==> config.mk <==
export PLATFORM = sky130hd
export DESIGN_NAME = heat_source_selector
export DESIGN_NICKNAME = d
export VERILOG_FILES = /design/src/rtl/heat_source_selector_pkg.sv /design/src/rtl/heat_source_selector_dwell_timer.sv /design/src/rtl/heat_source_selector.sv
export SDC_FILE = /design/constraint.sdc
export NUM_CORES = 1
export LEC_CHECK = 0
export BUFFER_PORTS_ARGS = -buffer_cell sky130_fd_sc_hd__buf_2
export CAP_MARGIN = 20
export CORE_MARGIN = 2
export CORE_UTILIZATION = 55
export CTS_CLUSTER_DIAMETER = 60
export CTS_CLUSTER_SIZE = 25
export DETAILED_ROUTE_END_ITERATION = 7
export PLACE_DENSITY = 0.9
export SLEW_MARGIN = 20
export SYNTH_ARGS = -nofsm -noshare
export SYNTH_HDL_FRONTEND = slang
export SYNTH_HIERARCHICAL = 1
export SYNTH_SLANG_ARGS = --single-unit
==> constraint.sdc <==
create_clock -name clk -period 4.6 [get_ports clk]
set_input_delay 0.23 -clock clk [delete_from_list [all_inputs] [get_ports clk]]
set_output_delay 0.23 -clock clk [all_outputs]
set_load 0.01 [all_outputs]
==> src/rtl/heat_source_selector_pkg.sv <==
// heat_source_selector_pkg: shared source codes and controller state encoding
package heat_source_selector_pkg;
  typedef enum logic [1:0] {SRC_NONE = 2'd0, SRC_SOLAR = 2'd1, SRC_AMBIENT = 2'd2, SRC_GEO = 2'd3} src_e;
  typedef enum logic [1:0] {ST_IDLE = 2'd0, ST_OPEN = 2'd1, ST_RUN = 2'd2, ST_STOP = 2'd3} state_e;
endpackage

==> src/rtl/heat_source_selector_dwell_timer.sv <==
// dwell_timer: loadable down-counter saturating at zero, shared by all timed states
module dwell_timer #(
  parameter int CNT_W = 16
) (
  input  logic             clk,
  input  logic             rst_n,
  input  logic             load_i,
  input  logic             en_i,
  input  logic [CNT_W-1:0] val_i,
  output logic             zero_o
);
  logic [CNT_W-1:0] cnt_q;
  always_ff @(posedge clk or negedge rst_n)
    if (!rst_n) cnt_q <= '0;
    else if (load_i) cnt_q <= val_i;
    else if (en_i && cnt_q != '0) cnt_q <= cnt_q - 1'b1;
  assign zero_o = cnt_q == '0;
endmodule

==> src/rtl/heat_source_selector.sv <==
// heat_source_selector: picks a heat/cool loop source from latched samples and sequences valve and pump
module heat_source_selector
  import heat_source_selector_pkg::*;
#(
  parameter int VALVE_SETTLE  = 1000,
  parameter int PUMP_SPINDOWN = 500,
  parameter int MIN_DWELL     = 5000,
  parameter int CNT_W         = 16
) (
  input  logic              clk,
  input  logic              rst,
  input  logic              sample_valid,
  input  logic              heat_req,
  input  logic              cool_req,
  input  logic [15:0]       solar_level,
  input  logic signed [7:0] solar_temp,
  input  logic signed [7:0] ambient_temp,
  input  logic signed [7:0] geothermal_temp,
  input  logic [15:0]       solar_th,
  input  logic signed [7:0] solar_cooldown_th,
  input  logic signed [7:0] solar_heatup_th,
  input  logic signed [7:0] ambient_cooldown_th,
  input  logic signed [7:0] ambient_heatup_th,
  input  logic signed [7:0] geothermal_cooldown_th,
  input  logic signed [7:0] geothermal_heatup_th,
  output logic [1:0]        valve_sel,
  output logic              pump_on,
  output logic              busy
);
  localparam logic [CNT_W-1:0] VS_L = CNT_W'(VALVE_SETTLE - 1);
  localparam logic [CNT_W-1:0] PS_L = CNT_W'(PUMP_SPINDOWN - 1);
  localparam logic [CNT_W-1:0] MD_L = CNT_W'(MIN_DWELL - 1);
  logic [15:0]       level_q;
  logic signed [7:0] solar_q, ambient_q, geo_q;
  logic              heat_q, cool_q;
  state_e            state_q;
  src_e              valve_q, cand;
  logic              pump_q, s_ok, a_ok, g_ok, t_load, t_en, t_zero;
  logic [CNT_W-1:0]  t_val;
  always_ff @(posedge clk or negedge rst)
    if (!rst) begin
      level_q   <= '0;
      solar_q   <= '0;
      ambient_q <= '0;
      geo_q     <= '0;
      heat_q    <= 1'b0;
      cool_q    <= 1'b0;
    end else if (sample_valid) begin
      level_q   <= solar_level;
      solar_q   <= solar_temp;
      ambient_q <= ambient_temp;
      geo_q     <= geothermal_temp;
      heat_q    <= heat_req;
      cool_q    <= cool_req;
    end
  // cooling wants a loop colder than its threshold, heating one strictly warmer
  always_comb begin
    s_ok = level_q >= solar_th && (cool_q ? solar_q < solar_cooldown_th : solar_q > solar_heatup_th);
    a_ok = cool_q ? ambient_q < ambient_cooldown_th : ambient_q > ambient_heatup_th;
    g_ok = cool_q ? geo_q < geothermal_cooldown_th : geo_q > geothermal_heatup_th;
    cand = !(heat_q ^ cool_q) ? SRC_NONE : s_ok ? SRC_SOLAR : a_ok ? SRC_AMBIENT : g_ok ? SRC_GEO : SRC_NONE;
  end
  always_comb begin
    t_load = (state_q == ST_IDLE && cand != SRC_NONE) ||
             (state_q == ST_OPEN && cand != SRC_NONE && (cand != valve_q || t_zero)) ||
             (state_q == ST_RUN && cand != valve_q && t_zero);
    t_val  = state_q == ST_RUN ? PS_L : (state_q == ST_OPEN && cand == valve_q) ? MD_L : VS_L;
    t_en   = state_q != ST_IDLE;
  end
  dwell_timer #(.CNT_W(CNT_W)) u_timer (
    .clk   (clk),
    .rst_n (rst),
    .load_i(t_load),
    .en_i  (t_en),
    .val_i (t_val),
    .zero_o(t_zero)
  );
  always_ff @(posedge clk or negedge rst)
    if (!rst) begin
      state_q <= ST_IDLE;
      valve_q <= SRC_NONE;
      pump_q  <= 1'b0;
    end else
      case (state_q)
        ST_IDLE: if (cand != SRC_NONE) begin
          valve_q <= cand;
          state_q <= ST_OPEN;
        end
        ST_OPEN: if (cand == SRC_NONE) begin
          valve_q <= SRC_NONE;
          state_q <= ST_IDLE;
        end else if (cand != valve_q) valve_q <= cand;
        else if (t_zero) begin
          pump_q  <= 1'b1;
          state_q <= ST_RUN;
        end
        ST_RUN: if (cand != valve_q && t_zero) begin
          pump_q  <= 1'b0;
          state_q <= ST_STOP;
        end
        ST_STOP: if (t_zero) begin
          valve_q <= SRC_NONE;
          state_q <= ST_IDLE;
        end
        default: begin
          state_q <= ST_IDLE;
          valve_q <= SRC_NONE;
          pump_q  <= 1'b0;
        end
      endcase
  assign valve_sel = valve_q;
  assign pump_on   = pump_q;
  assign busy      = state_q != ST_IDLE;
endmodule

### After elaboration in Yosys (flattened, before gate mapping)

Cells that the tools add are included.

* register bits after elaboration: 63
* output and inout bits: 4
* word-level logic and storage cells: 84

* muxes and demuxes: 27
* order comparisons: 7
* $add $sub $neg: 1
* bitwise operators: 1
* equal/unequal tests: 14
* reductions and logical operators: 24

Operators with widths (number)
* 16-bit two-way mux: 2
* 13-bit two-way mux: 2
* 2-bit two-way mux: 13
* 8-bit > comparator: 3
* 8-bit less-than comparator: 3
* 16-bit greater-or-equal comparator: 1
* 16-bit logical NOT: 1
* 16-bit nonzero test: 1
* 16-bit by 1-bit subtractor with 16-bit output (second input constant): 1
* 5-bit AND reduction: 2
* 1-bit logical AND: 9
* 2-bit != test (second input constant): 4
* 2-bit one-hot mux with 4 select lines: 1
* 2-bit nonzero test: 4
* 1-bit two-way mux: 7
* 3-bit by 2-bit != test with 1-bit output (second input constant): 2
* 2-bit one-hot mux with 3 select lines: 1
* 2-bit equality test (second input constant): 2
* 2-bit logical NOT: 2
* 2-bit by 1-bit != test with 1-bit output (second input constant): 2
* 4-bit AND reduction: 1
* 1-bit logical OR: 3
* 3-bit by 1-bit != test with 1-bit output (second input constant): 1
* 3-bit nonzero test: 1
* other kinds (5): 5

### Logic depth before layout (Yosys ltp)

Gate-level depths: netlist of run 1.

* word-level depth: 12
* mapped depth: 16
* gate-level depth less buffers: 15

### Hierarchy

Netlist of run 1, hierarchy kept.

Modules (own cells, without submodules)
* heat_source_selector: times used 1, area an instance 3624.7 µm², cells each 380, sequential area each 1176.1 µm²
* dwell_timer: times used 1, area an instance 1054.8 µm², cells each 124, sequential area each 400.4 µm²

### Worst setup path before layout of run 1

Ideal clock, no wire load.

* path type: register -> register
* start point: register solar_q[5]
* end point: register u_timer.cnt_q[6]
* clock period less this slack: 3.355 ns
* stages on the path, launching flop included: 16
* arrival time: 3.236 ns
* buffers on the path: 2
* required time: 4.481 ns
* setup slack: 1.245 ns
* path through: dfrtp_1 > ha_1 > a21o_1 > a2111oi_1 > nor4_1 > a211oi_2 > nor2_2 > o41ai_2 > a211oi_2 > a31oi_2 > o21ai_1 > clkbuf_1 > inv_1 > clkbuf_1 > o211ai_1 > o21a_1

* longest elaborated chain between the ends: 11
* elaborated cells between the ends (all ways): 22

RTL lines
* start, declared: RTL line heat_source_selector.sv:34 `logic signed [7:0] solar_q, ambient_q, geo_q;`
* start signal, assigned: RTL line heat_source_selector.sv:50 `solar_q <= solar_temp;`
* 8-bit > comparator or 8-bit less-than comparator (tied branches): RTL line heat_source_selector.sv:58 `s_ok = level_q >= solar_th && (cool_q ? solar_q < solar_cooldown_th : solar_q > solar_heatup_th);`
* 1-bit two-way mux *: RTL line heat_source_selector.sv:58
* 1-bit logical AND *: RTL line heat_source_selector.sv:58
* 2-bit two-way mux * (2 in a row): RTL line heat_source_selector.sv:61 `cand = !(heat_q ^ cool_q) ? SRC_NONE : s_ok ? SRC_SOLAR : a_ok ? SRC_AMBIENT : g_ok ? SRC_GEO : SRC_NONE;`
* 2-bit != test or 2-bit nonzero test (tied branches): RTL line heat_source_selector.sv:65, heat_source_selector.sv:66, heat_source_selector.sv:64
* 1-bit logical OR or 1-bit logical AND (tied branches): RTL line heat_source_selector.sv:65 `(state_q == ST_OPEN && cand != SRC_NONE && (cand != valve_q || t_zero)) ||`
* 1-bit logical AND: RTL line heat_source_selector.sv:65
* 1-bit logical OR: RTL line heat_source_selector.sv:64 `t_load = (state_q == ST_IDLE && cand != SRC_NONE) ||`
* 1-bit logical OR *: RTL line heat_source_selector.sv:65
* named net t_load: RTL line heat_source_selector.sv:38 `logic pump_q, s_ok, a_ok, g_ok, t_load, t_en, t_zero;`
* 16-bit two-way mux or 2-bit nonzero test (tied branches)
* end signal, assigned: RTL line heat_source_selector_dwell_timer.sv:15 `else if (load_i) cnt_q <= val_i;`
* end signal, assigned: RTL line heat_source_selector_dwell_timer.sv:16 `else if (en_i && cnt_q != '0) cnt_q <= cnt_q - 1'b1;`
* end, declared: RTL line heat_source_selector_dwell_timer.sv:12 `logic [CNT_W-1:0] cnt_q;`

Mark *: on every way through the listed nets, which the timed path passes. The rest lies on a longest branch.
A chain may end at the register's enable or synchronous reset.

### Worst setup path after layout of run 1

* start point: register solar_q[5]
* end point: register u_timer.cnt_q[13]

Same word-level chain as after synthesis.

==> results of run 1 <==
## power by group through the flow
stage	Combinational, W	Sequential [W]	Clock (W)
after floorplan	0.000216	0.000620	0
after global placement	0.000299	0.000628	0
after detailed placement	0.000327	0.000631	0
after CTS	0.000330	0.000620	0.000432
after global routing	0.000374	0.000625	0.000457
final	0.000330	0.000620	0.000428
## worst max-delay path, cell delays in order (launching register included)
cell and delay [ns]:
dfrtp_1 0.41, ha_1 0.32, a21o_1 0.18, a2111oi_1 0.41, nor4_1 0.11, a211oi_2 0.32
o21ai_0 0.18, o41ai_1 0.47, a211oi_2 0.14, a31oi_2 0.25, o21ai_1 0.09, buf_4 0.22
inv_1 0.50, o311a_1 0.27, a221o_1 0.10
## cells in the mapped netlist (4+ instances only)
cell type	instances	share of area, %
nor2_1	25	2.0
mux2_2	38	9.1
nand2_1	32	2.6
o31ai_1	6	0.96
o211ai_1	5	0.80
nor3_1	7	0.75
o22ai_1	5	0.67
nand3_1	8	0.86
clkbuf_1	13	1.0
inv_1	72	5.8
or4_1	9	1.4
o21a_1	4	0.64
nor4_1	5	0.67
dfrtp_1	63	34
o41ai_1	5	0.94
o21ai_0	19	2.0
a21oi_1	27	2.9
ha_1	62	17
nor2b_1	6	0.80
nand2b_1	6	0.80
a31oi_1	9	1.2
nand4_1	9	1.2
or3_1	6	0.80
## layout make-up
cell class / instances / area [µm²]
inverter: 73 / 274
clock buffer: 9 / 124
clock inverter: 7 / 48.8
timing repair buffer: 114 / 576
multi-input combinational: 359 / 2780
fill: 605 / 2710
tap: 105 / 131
sequential: 63 / 1580
## metal layers
layer | vias to the layer above | global-route usage, % | wire (µm)
met1 | 2030 | 29.0 | 4510
met5 | - | 0 | 0
met3 | 53 | 4.54 | 763
li1 | 2029 | - | -
met4 | 0 | 12.5 | 467
met2 | 196 | 46.1 | 5800
## cell usage in the layout, fill, tap and decap left out, types with 3 or more instances in the layout
| cell type | n |
|---|---|
| or4_1 | 9 |
| dfrtp_1 | 63 |
| buf_2 | 112 |
| mux2_2 | 38 |
| inv_1 | 72 |
| a31oi_1 | 9 |
| nor2b_1 | 6 |
| nand2b_1 | 6 |
| a21o_1 | 3 |
| ha_1 | 62 |
| nor2_1 | 25 |
| clkbuf_8 | 9 |
| a211oi_2 | 3 |
| clkinvlp_4 | 4 |
| nor4_1 | 5 |
| nand3_1 | 8 |
| or3_1 | 6 |
| or2_2 | 3 |
| a211oi_1 | 3 |
| o22ai_1 | 5 |
| o41ai_1 | 5 |
| conb_1 | 10 |
| o211ai_1 | 5 |
| nand2_1 | 32 |
| nand4_1 | 9 |
| o21ai_0 | 19 |
| nor3_1 | 7 |
| a21oi_1 | 27 |
| o21a_1 | 4 |
| o31ai_1 | 6 |
## stage by stage
| step | setup slack [ns] | total power, W |
|---|---|---|
| global route | 0.401 | 0.00146 |
| floorplan | 1.24 | 0.000835 |
| finish | 0.572 | 0.00138 |
| CTS | 0.693 | 0.00138 |
| global placement | 0.944 | 0.000927 |
| detailed placement | 0.716 | 0.000958 |
## final timing paths
path / from / endpoint / slack (ns)
setup / recovery: solar_q[5]$_DFFE_PN0P_ / u_timer/cnt_q[13]$_DFFE_PN0P_ / 0.57
hold / removal: rst / geo_q[4]$_DFFE_PN0P_ / 0.05
setup reg to reg: solar_q[5]$_DFFE_PN0P_ / u_timer/cnt_q[13]$_DFFE_PN0P_ / 0.57
hold reg to reg: level_q[7]$_DFFE_PN0P_ / level_q[7]$_DFFE_PN0P_ / 0.52
max in group asynchronous: rst / solar_q[6]$_DFFE_PN0P_ / 4.01
min in group clk: solar_temp[1] / solar_q[1]$_DFFE_PN0P_ / 0.11
## flip-flops by register name (all words and copies together), names as in the netlist, named ones only
register,flops
u_timer/cnt_q,16
solar_q,8
heat_q,1
state_q,1
valve_sel,2
geo_q,8
pump_on,1
ambient_q,8
cool_q,1
level_q,16
## cell families (layout without fill, tap and decap cells)
kind of cell / after synthesis / in the layout
AOI/OAI and AO/OA: 108 / 108
xor gates and xnor gates: 2 / 2
adders and majority gates: 62 / 62
buffers and inverters: 90 / 203
DFF: 63 / 63
muxes: 38 / 38
other: 2 / 10
and+or+nand+nor: 139 / 139
==> run metrics, run 1 <==
Rel. slew slack 31.2%; vias per cell 5.90; f_max 248 MHz; P&R area growth vs syn 17.8%; root buffer cell clkbuf_8; Internal 0.000948 W; layout cells sized above 1 29.9%; CP Launch Type flip-flop; # DRC 0; Die Area 0.00926 mm²; maximum clock insertion buffer count 2; CP Capture Type flip-flop; reg2reg path depth 14; largest net degree at the start of global routing 64; Setup TNS 0 ns; DP Area 0.00534 mm²; Pwr Density 250 mW/mm²; switching power 0.000431 W; H-tree levels 3; period utilization 87.6%; Simple-Gate Fraction of Synth Area 16.6%; Unique masters post-synth 67; max cap viols 0; clock-pin slew on the worst setup and hold paths 0.08 ns; Logic pwr share 24.0%; Overflow after GRT 0; switch share 31.3%; Placer Congestion 0.993; Final Slew Violations 0; ANT cells 0; top_reg_cell synth dfrtp_1; status completed; Syn Area/Cell 9.28 µm²; DRT Pass-1 Iters 5; CTS tree built; post-synthesis sequential area ratio 33.7%; Die X 96.2 µm; Seq pwr share 45.0%; first-pass GRT wire length 18,600 µm; Nets 791; die height 96.2 µm; Setup Skew 0.0124 ns; placed insts 714; min cycle time layout 4.03 ns; Synth Area in XOR/XNOR 0.374%; Post-Synthesis Cells 504; final core utilization 67.1%; Hold Vio Cnt, Final 0; Post-CTS Setup Inserts 0; Initial Util 57.0%; Critical Path RT 4.88 ns; Compound-Gate Fraction of Synth Area 15.9%; via count 4,308; Final Non-Filler Cells 730; Ys Warns 6; post-route cell area 0.00551 mm²; EDFF count, synth 0; Sink Count 63; clock latency at the later pin of the worst-skew pair 0.34 ns; Async SR Flop Fraction 100%; Post-CTS Hold Fix Bufs 0; post-CTS sizing 0; Core ar. 0.00822 mm²; port bufs 112; row count 33; Adder-Cell Fraction of Synth Area 16.6%; vias in the first global route 4,310; worst path arrival time 4.31 ns; GRT Total Usage 25.6%; post-DP HPWL 8860 µm; worst-margin pin slew 1.03 ns; Hold/Removal Path Class in2async; overall routed net length 11,500 µm; DRT iter0 DRCs 215; Critical Setup Path Class reg2reg; largest family of logic cells by synthesized area simple AND/OR/NAND/NOR gates; final setup violation count 0; WL/cell 15.8 µm; Routed Antenna Nets 0; clock group share of total power 31.1%; Max FO, Critical Path 21; Lkg Pwr 2.70 nW; initial antenna violation count 0; TritonCTS Buffers 9; number of I/O pins 113; synthesis-stage register bit count 63; post-synthesis mux area share 9.14%; hold slack 0.0515 ns; Cell Area, Synth 0.00468 mm²; unrepaired setup endpoints after global routing false; Max VDD drop 0.000152 V
No activity file was read; power rests on OpenSTA's default activity.
==> run 2, diff against run 1 <==
--- a/config.mk
+++ b/config.mk
@@ -7,6 +7,7 @@
 export LEC_CHECK = 0
 export BUFFER_PORTS_ARGS = -buffer_cell sky130_fd_sc_hd__buf_2
 export CAP_MARGIN = 20
+export CORE_ASPECT_RATIO = 1.25
 export CORE_MARGIN = 2
 export CORE_UTILIZATION = 55
 export CTS_CLUSTER_DIAMETER = 60
==> run 2 against run 1 <==
Setup slack improved by 0.083 ns; core utilization barely moved; design area increased by 0.25%; non-clock buffer count is the same; critical path type unchanged; combinational power is 3% lower; global-route usage is 0.39 points lower; maximum frequency grew 2.1%; die area hardly changed; clock power up 13%; flip-flop and latch count unchanged.
==> run metrics, run 2 (synthesized netlist as in run 1, its figures left out) <==
status completed; Hold/Removal Path Class in2async; Crit-path slowest cell inv_1; final setup margin 0.655 ns (+0.0828 ns); post-CTS sizing 0 (unchanged); maximum clock insertion buffer count 2 (unchanged); WL/cell 14.9 µm (-5.5%); Die Area 0.00927 mm² (about the same); f_max 253 MHz (+2.1%); P&R area growth vs syn 18.1%; Pwr Density 258 mW/mm² (+3.2%); # DRC 0 (unchanged); Max VDD drop 0.000123 V (-19%); Routed Antenna Nets 0 (unchanged); Initial Util 56.8% (-0.16 points); layout cells sized above 1 29.9% (unchanged); period utilization 85.8% (-1.8 points); Lkg Pwr 2.72 nW (+0.67%); critical path cell sequence ha_1, a21o_1, a2111oi_1, nor4_1, a211oi_2, o21ai_0, o41ai_1, a211oi_2, a31oi_2, o21ai_1, buf_4, inv_1, o311a_1, a221o_1; Die X 86.5 µm (-10%); min cycle time layout 3.95 ns (-0.0828 ns); max cap viols 0 (unchanged); reg2reg path depth 14 (unchanged); vias in the first global route 4,346 (+0.84%); Hold Vio Cnt, Final 0 (unchanged); Post-CTS Setup Inserts 0 (unchanged); root buffer cell clkbuf_8; overall routed net length 10,800 µm (-6.5%); port bufs 112 (unchanged); Setup Skew 0.0119 ns (-0.000543 ns); TritonCTS Buffers 9 (unchanged); first-pass GRT wire length 18,700 µm (+0.74%); Seq. cell area 0.00158 mm² (unchanged); CP Launch Type flip-flop; Post-CTS Hold Fix Bufs 0 (unchanged); most frequent CP cell a211oi_2; clock-pin slew on the worst setup and hold paths 0.07 ns (about the same); worst path arrival time 4.24 ns (-0.07 ns); post-DP HPWL 8380 µm (-5.5%); number of I/O pins 113 (unchanged); DRT Pass-1 Iters 6 (+1); final setup violation count 0 (unchanged); Critical Setup Path Class reg2reg; die height 107 µm (+11%); final total power 0.00143 W (+3.5%); Top Registers level_q (16), u_timer/cnt_q (16); Nets 791 (unchanged); delay of the slowest critical-path stage 0.47 ns (-0.03 ns); CP Capture Type flip-flop; largest net degree at the start of global routing 64 (unchanged); DRT iter0 DRCs 239 (+11%); unrepaired setup endpoints after global routing false; row count 37 (+12%); worst-margin pin slew 1.01 ns (-0.0216 ns); Overflow after GRT 0 (unchanged); clock latency at the later pin of the worst-skew pair 0.35 ns (about the same); Rel. slew slack 32.7% (+1.4 points); Critical Path RT 4.89 ns (about the same); Final Slew Violations 0 (unchanged); CTS tree built; Core ar. 0.00824 mm² (+0.29%); Placer Congestion 0.845 (-15%); Sink Count 63 (unchanged); Setup TNS 0 ns (unchanged); H-tree levels 3 (unchanged); area of the multi-input gates 0.00278 mm² (unchanged); Max FO, Critical Path 21 (unchanged); layout filler cell count 631 (+4.3%); post-place setup slack 0.708 ns (-0.00806 ns); commonest non-fill, non-tap cell in the layout buf_2; vias per cell 5.80 (-1.8%); via count 4,184 (-2.9%); initial antenna violation count 0 (unchanged); ANT cells 0 (unchanged); most frequent cells in the layout buf_2, inv_1, dfrtp_1; GRT Total Usage 25.2% (-0.39 points)
## run 2: cell count changes in the layout (fill, tap and decap cells not counted), sizes merged
cell,change
bufinv,+1
clkinv,+1
clkinvlp,-2
## run 2: cell type report
class / count / area share [%]
Multi-Input combinational cell: 359 / 50.3
Sequential cell: 63 / 28.5
Timing Repair Buffer: 114 / 10.4
Inverter: 73 / 4.96
Clock buffer: 9 / 2.24
Tap cell: 97 / 2.20
Clock inverter: 7 / 1.31
## run 2: worst paths after layout
check	startpoint	end	slack (ns)
hold reg to reg	level_q[2]$_DFFE_PN0P_	level_q[2]$_DFFE_PN0P_	0.52
setup / recovery	solar_q[5]$_DFFE_PN0P_	u_timer/cnt_q[13]$_DFFE_PN0P_	0.65
hold / removal	rst	level_q[5]$_DFFE_PN0P_	0.03
min in group clk	solar_level[0]	level_q[0]$_DFFE_PN0P_	0.09
max in group asynchronous	rst	ambient_q[2]$_DFFE_PN0P_	4.04
setup reg to reg	solar_q[5]$_DFFE_PN0P_	u_timer/cnt_q[13]$_DFFE_PN0P_	0.65
## run 2: where the power goes
part	internal (W)	switching [W]
logic	0.000161	0.000160
clock network	0.000251	0.000235
registers	0.000590	0.0000299
## run 2: stage by stage
stage	cells	cell area [µm²]	util [%]	hold slack [ns]
after global routing	722	5530	67.1	0.0871
after CTS	722	5530	67.1	0.0669
after floorplan	512	4710	-	-0.0656
after detailed placement	706	5330	64.7	0.457
after global placement	706	5330	64.7	0.449
final	722	5530	67.1	0.0348
## run 2: worst max-delay path: cells and delay by family (launching register included)
family	cells	cell delay (ns)
AO/OA/AOI/OAI	10	2.40
buffers and inverters	2	0.68
flip-flops	1	0.40
adder cells (fa/ha/maj)	1	0.31
AND/OR/NAND/NOR	1	0.10
## run 2: layer usage
metal	vias up	part of all wire [%]	wire length [µm]	global-route usage [%]
met1	1988	41	4440	28.8
met3	38	4.0	434	4.23
met2	126	51	5520	44.4
met4	0	3.7	399	13.2
li1	2032	-	-	-
met5	-	0	0	0
==> run 3, diff against run 2 <==
--- a/config.mk
+++ b/config.mk
@@ -9,13 +9,12 @@
 export CAP_MARGIN = 20
 export CORE_ASPECT_RATIO = 1.25
 export CORE_MARGIN = 2
-export CORE_UTILIZATION = 55
+export CORE_UTILIZATION = 58
 export CTS_CLUSTER_DIAMETER = 60
 export CTS_CLUSTER_SIZE = 25
 export DETAILED_ROUTE_END_ITERATION = 7
-export PLACE_DENSITY = 0.9
+export PLACE_DENSITY = 0.94
 export SLEW_MARGIN = 20
 export SYNTH_ARGS = -nofsm -noshare
 export SYNTH_HDL_FRONTEND = slang
-export SYNTH_HIERARCHICAL = 1
 export SYNTH_SLANG_ARGS = --single-unit
==> constraint.sdc (replaced) <==
create_clock -name clk -period 4.7 [get_ports clk]
set_input_delay 0.235 -clock clk [delete_from_list [all_inputs] [get_ports clk]]
set_output_delay 0.235 -clock clk [all_outputs]
set_load 0.01 [all_outputs]
==> run 3 against run 2 <==
Flip-flop and latch count unchanged; design area down 3.3%; highest routed layer unchanged; synthesized cell count fell by 8.9%; core utilization is 4.7 points higher; wire length up 0.96%; clock skew down 0.0018 ns; setup slack improved by 0.86 ns; count of clock-buffer cells in the layout rose by 1; largest power group unchanged; non-clock buffer count fell by 1; largest cell class unchanged.
==> run metrics, run 3 <==
Initial Util 60.6% (+3.8 points); Overflow after GRT 0 (unchanged); Setup Skew 0.0100 ns (-0.00182 ns); Synth top area share 35.0% (+1.3 points); Seq pwr share 43.0% (-0.5 points); Ys Warns 0 (-6); commonest non-fill, non-tap cell in the layout buf_2; WL/cell 16.2 µm (+8.6%); final setup margin 1.51 ns (+0.859 ns); Die Area 0.00850 mm² (-8.3%); Lkg Pwr 2.70 nW (-0.58%); initial antenna violation count 0 (unchanged); status completed; Syn Nets 631; unrepaired setup endpoints after global routing false; delay of the slowest critical-path stage 0.75 ns (+0.28 ns); synthesis-stage register bit count 63 (unchanged); Final Slew Violations 0 (unchanged); GR Layer Usage met1 28.6% (-0.23 points); Final Non-Filler Cells 671 (-7.1%); min cycle time layout 3.19 ns (-0.759 ns); clock group share of total power 33.0% (-1.0 points); Post-CTS Hold Fix Bufs 0 (unchanged); GR Util met3 6.00% (+1.8 points); post-CTS sizing 0 (unchanged); layout cells sized above 1 31.4% (+1.5 points); TritonCTS Buffers 9 (unchanged); Nets 746 (-5.7%); M2 GR Usage 51.1% (+6.7 points); f_max 314 MHz (+24%); Post-synth top cells inv_1, dfrtp_1, ha_1, mux2_2, nand2_1; worst-margin pin slew 1.01 ns (+0.000602 ns); Top Registers level_q (16), u_timer.cnt_q (16); RR Endpoint valve_sel[0]$_DFFE_PN0P_; switching power 0.000425 W (about the same); maximum clock insertion buffer count 2 (unchanged); layer with the highest usage met2; ANT cells 0 (unchanged); CP Launch Type flip-flop; critical path cell sequence ha_1, a21oi_1, o21ai_1, a41o_1, a21oi_1, a221oi_4, o41ai_1, or2_4, a32oi_1, a221o_1; Crit-path slowest cell o41ai_1; top post-synthesis cells by area dfrtp_1, ha_1, mux2_2; Sink Count 63 (unchanged); row count 35 (-5.4%); Syn Area/Cell 9.82 µm² (+5.8%); Async SR Flop Fraction 100% (unchanged); Routed Antenna Nets 0 (unchanged); P&R area growth vs syn 18.5%; root buffer cell clkbuf_8; post-synthesis sequential area ratio 35.0% (+1.3 points); Critical Path RT 4.95 ns (+0.06 ns); Critical Setup Path Class reg2reg; max cap viols 0 (unchanged); final core utilization 71.8% (+4.7 points); Pwr Density 264 mW/mm² (+2.2%); vias in the first global route 4,195 (-3.5%); Top delay family on crit path compound AO/OA/AOI/OAI gates; Die X 82.9 µm (-4.2%); placed insts 655 (-7.2%); Unique masters post-synth 67 (unchanged); Post-Synthesis Cells 459 (-8.9%); Logic pwr share 24.0% (+1.5 points); vias per cell 5.73 (-1.1%); CP Capture Type flip-flop; via count 3,844 (-8.1%); Max VDD drop 0.000222 V (+81%); Hold/Removal Path Class in2async; Internal 0.000985 W (-1.7%); period utilization 67.8% (-18 points); clock-pin slew on the worst setup and hold paths 0.08 ns (about the same); overall routed net length 10,900 µm (+0.96%); GRT Total Usage 27.1% (+1.9 points); Hold Vio Cnt, Final 0 (unchanged); DRT Pass-1 Iters 4 (-2); number of I/O pins 113 (unchanged); Setup TNS 0 ns (unchanged); Buf/Inv on CP 0 (-2); Cell Area, Synth 0.00451 mm² (-3.6%); EDFF count, synth 0 (unchanged); clock latency at the later pin of the worst-skew pair 0.36 ns (about the same); worst path arrival time 3.44 ns (-0.80 ns); most frequent CP cell a21oi_1; Rel. slew slack 32.6% (-0.040 points); post-place setup slack 1.55 ns (+0.841 ns); post-DP HPWL 8400 µm (+0.32%); Placer Congestion 0.861 (+2.0%); Core ar. 0.00744 mm² (-9.7%); first-pass GRT wire length 18,600 µm (-0.70%); reg2reg path depth 10 (-4); most frequent cell after synthesis inv_1; Max FO, Critical Path 8 (-62%); port bufs 112 (unchanged); Post-CTS Setup Inserts 0 (unchanged); reg2reg start level_q[11]$_DFFE_PN0P_; H-tree levels 3 (unchanged); largest net degree at the start of global routing 64 (unchanged); die height 103 µm (-4.2%); final total power 0.00141 W (-1.2%); DRT iter0 DRCs 173 (-28%); final setup violation count 0 (unchanged); # DRC 0 (unchanged); r2r setup slk 1.51 ns (+0.86 ns); switch share 30.1% (+0.36 points); most frequent cells in the layout buf_2, inv_1, ha_1, dfrtp_1, mux2_2; CTS tree built; Synth area leader dfrtp_1; top_reg_cell synth dfrtp_1
==> run 3: changes by cell type after synthesis, sizes merged, moves of 4 or more <==
cell / before / now
a21oi: 27 / 21
a31oi: 10 / 2
clkbuf: 14 / 7
nand2b: 6 / 2
nor3: 8 / 2
o31ai: 6 / 1
o41ai: 6 / 2
or2: 5 / 1
or3: 6 / 2
or4: 10 / 1
xnor2: 1 / 6
xor2: 1 / 8
==> run 3: worst max path at each step <==
stage	start	to	slack, ns	cells after the start
2_1_floorplan	ambient_q[3]$_DFFE_PN0P_	u_timer.cnt_q[5]$_DFFE_PN0P_	1.89	10
3_3_place_gp	level_q[11]$_DFFE_PN0P_	valve_sel[1]$_DFFE_PN0P_	1.61	10
3_5_place_dp	level_q[11]$_DFFE_PN0P_	valve_sel[0]$_DFFE_PN0P_	1.55	10
4_1_cts	level_q[11]$_DFFE_PN0P_	valve_sel[0]$_DFFE_PN0P_	1.54	10
5_1_grt	level_q[11]$_DFFE_PN0P_	valve_sel[1]$_DFFE_PN0P_	1.29	10
6_report	level_q[11]$_DFFE_PN0P_	valve_sel[0]$_DFFE_PN0P_	1.51	10
==> run 3: metrics by stage <==
stage	hold WS [ns]	cell area, µm²
detailed placement	0.447	5150
global route	0.102	5340
CTS	0.0688	5340
finish	0.0335	5340
global placement	0.447	5150
floorplan	-0.0606	4510
==> run 3: logic make-up (layout without fill, tap and decap cells) <==
group / count (synthesis) / after routing / share of synthesized area, %
adders and majority gates: 63 / 63 / 17.5
AOI/OAI and AO/OA: 88 / 88 / 14.5
buffers and inverters: 82 / 202 / 6.94
muxes: 39 / 39 / 9.74
DFF: 63 / 63 / 35.0
and+or+nand+nor: 110 / 110 / 13.7
xor gates and xnor gates: 14 / 14 / 2.72
==> run 3: power groups by stage <==
stage | Clock (W) | Sequential (W) | Combinational, W
CTS | 0.000471 | 0.000607 | 0.000338
finish | 0.000465 | 0.000607 | 0.000338
detailed placement | 0 | 0.000617 | 0.000333
global placement | 0 | 0.000614 | 0.000310
floorplan | 0 | 0.000606 | 0.000224
global route | 0.000496 | 0.000611 | 0.000383
==> run 3: final cells by class <==
type                    count  area [µm²]
clock buffers              10         128
clock inverters             6        61.3
repair buffers            113         568
multi-input cells         314        2620
fillers                   532        2100
well taps                  92         115
inverters                  73         274
flip-flops and latches     63        1580
==> run 3: metal layers <==
layer,up-vias,share of wire [%]
met3,34,5.0
met1,1848,39
met2,120,53
met5,-,0
met4,0,3.3
li1,1842,-
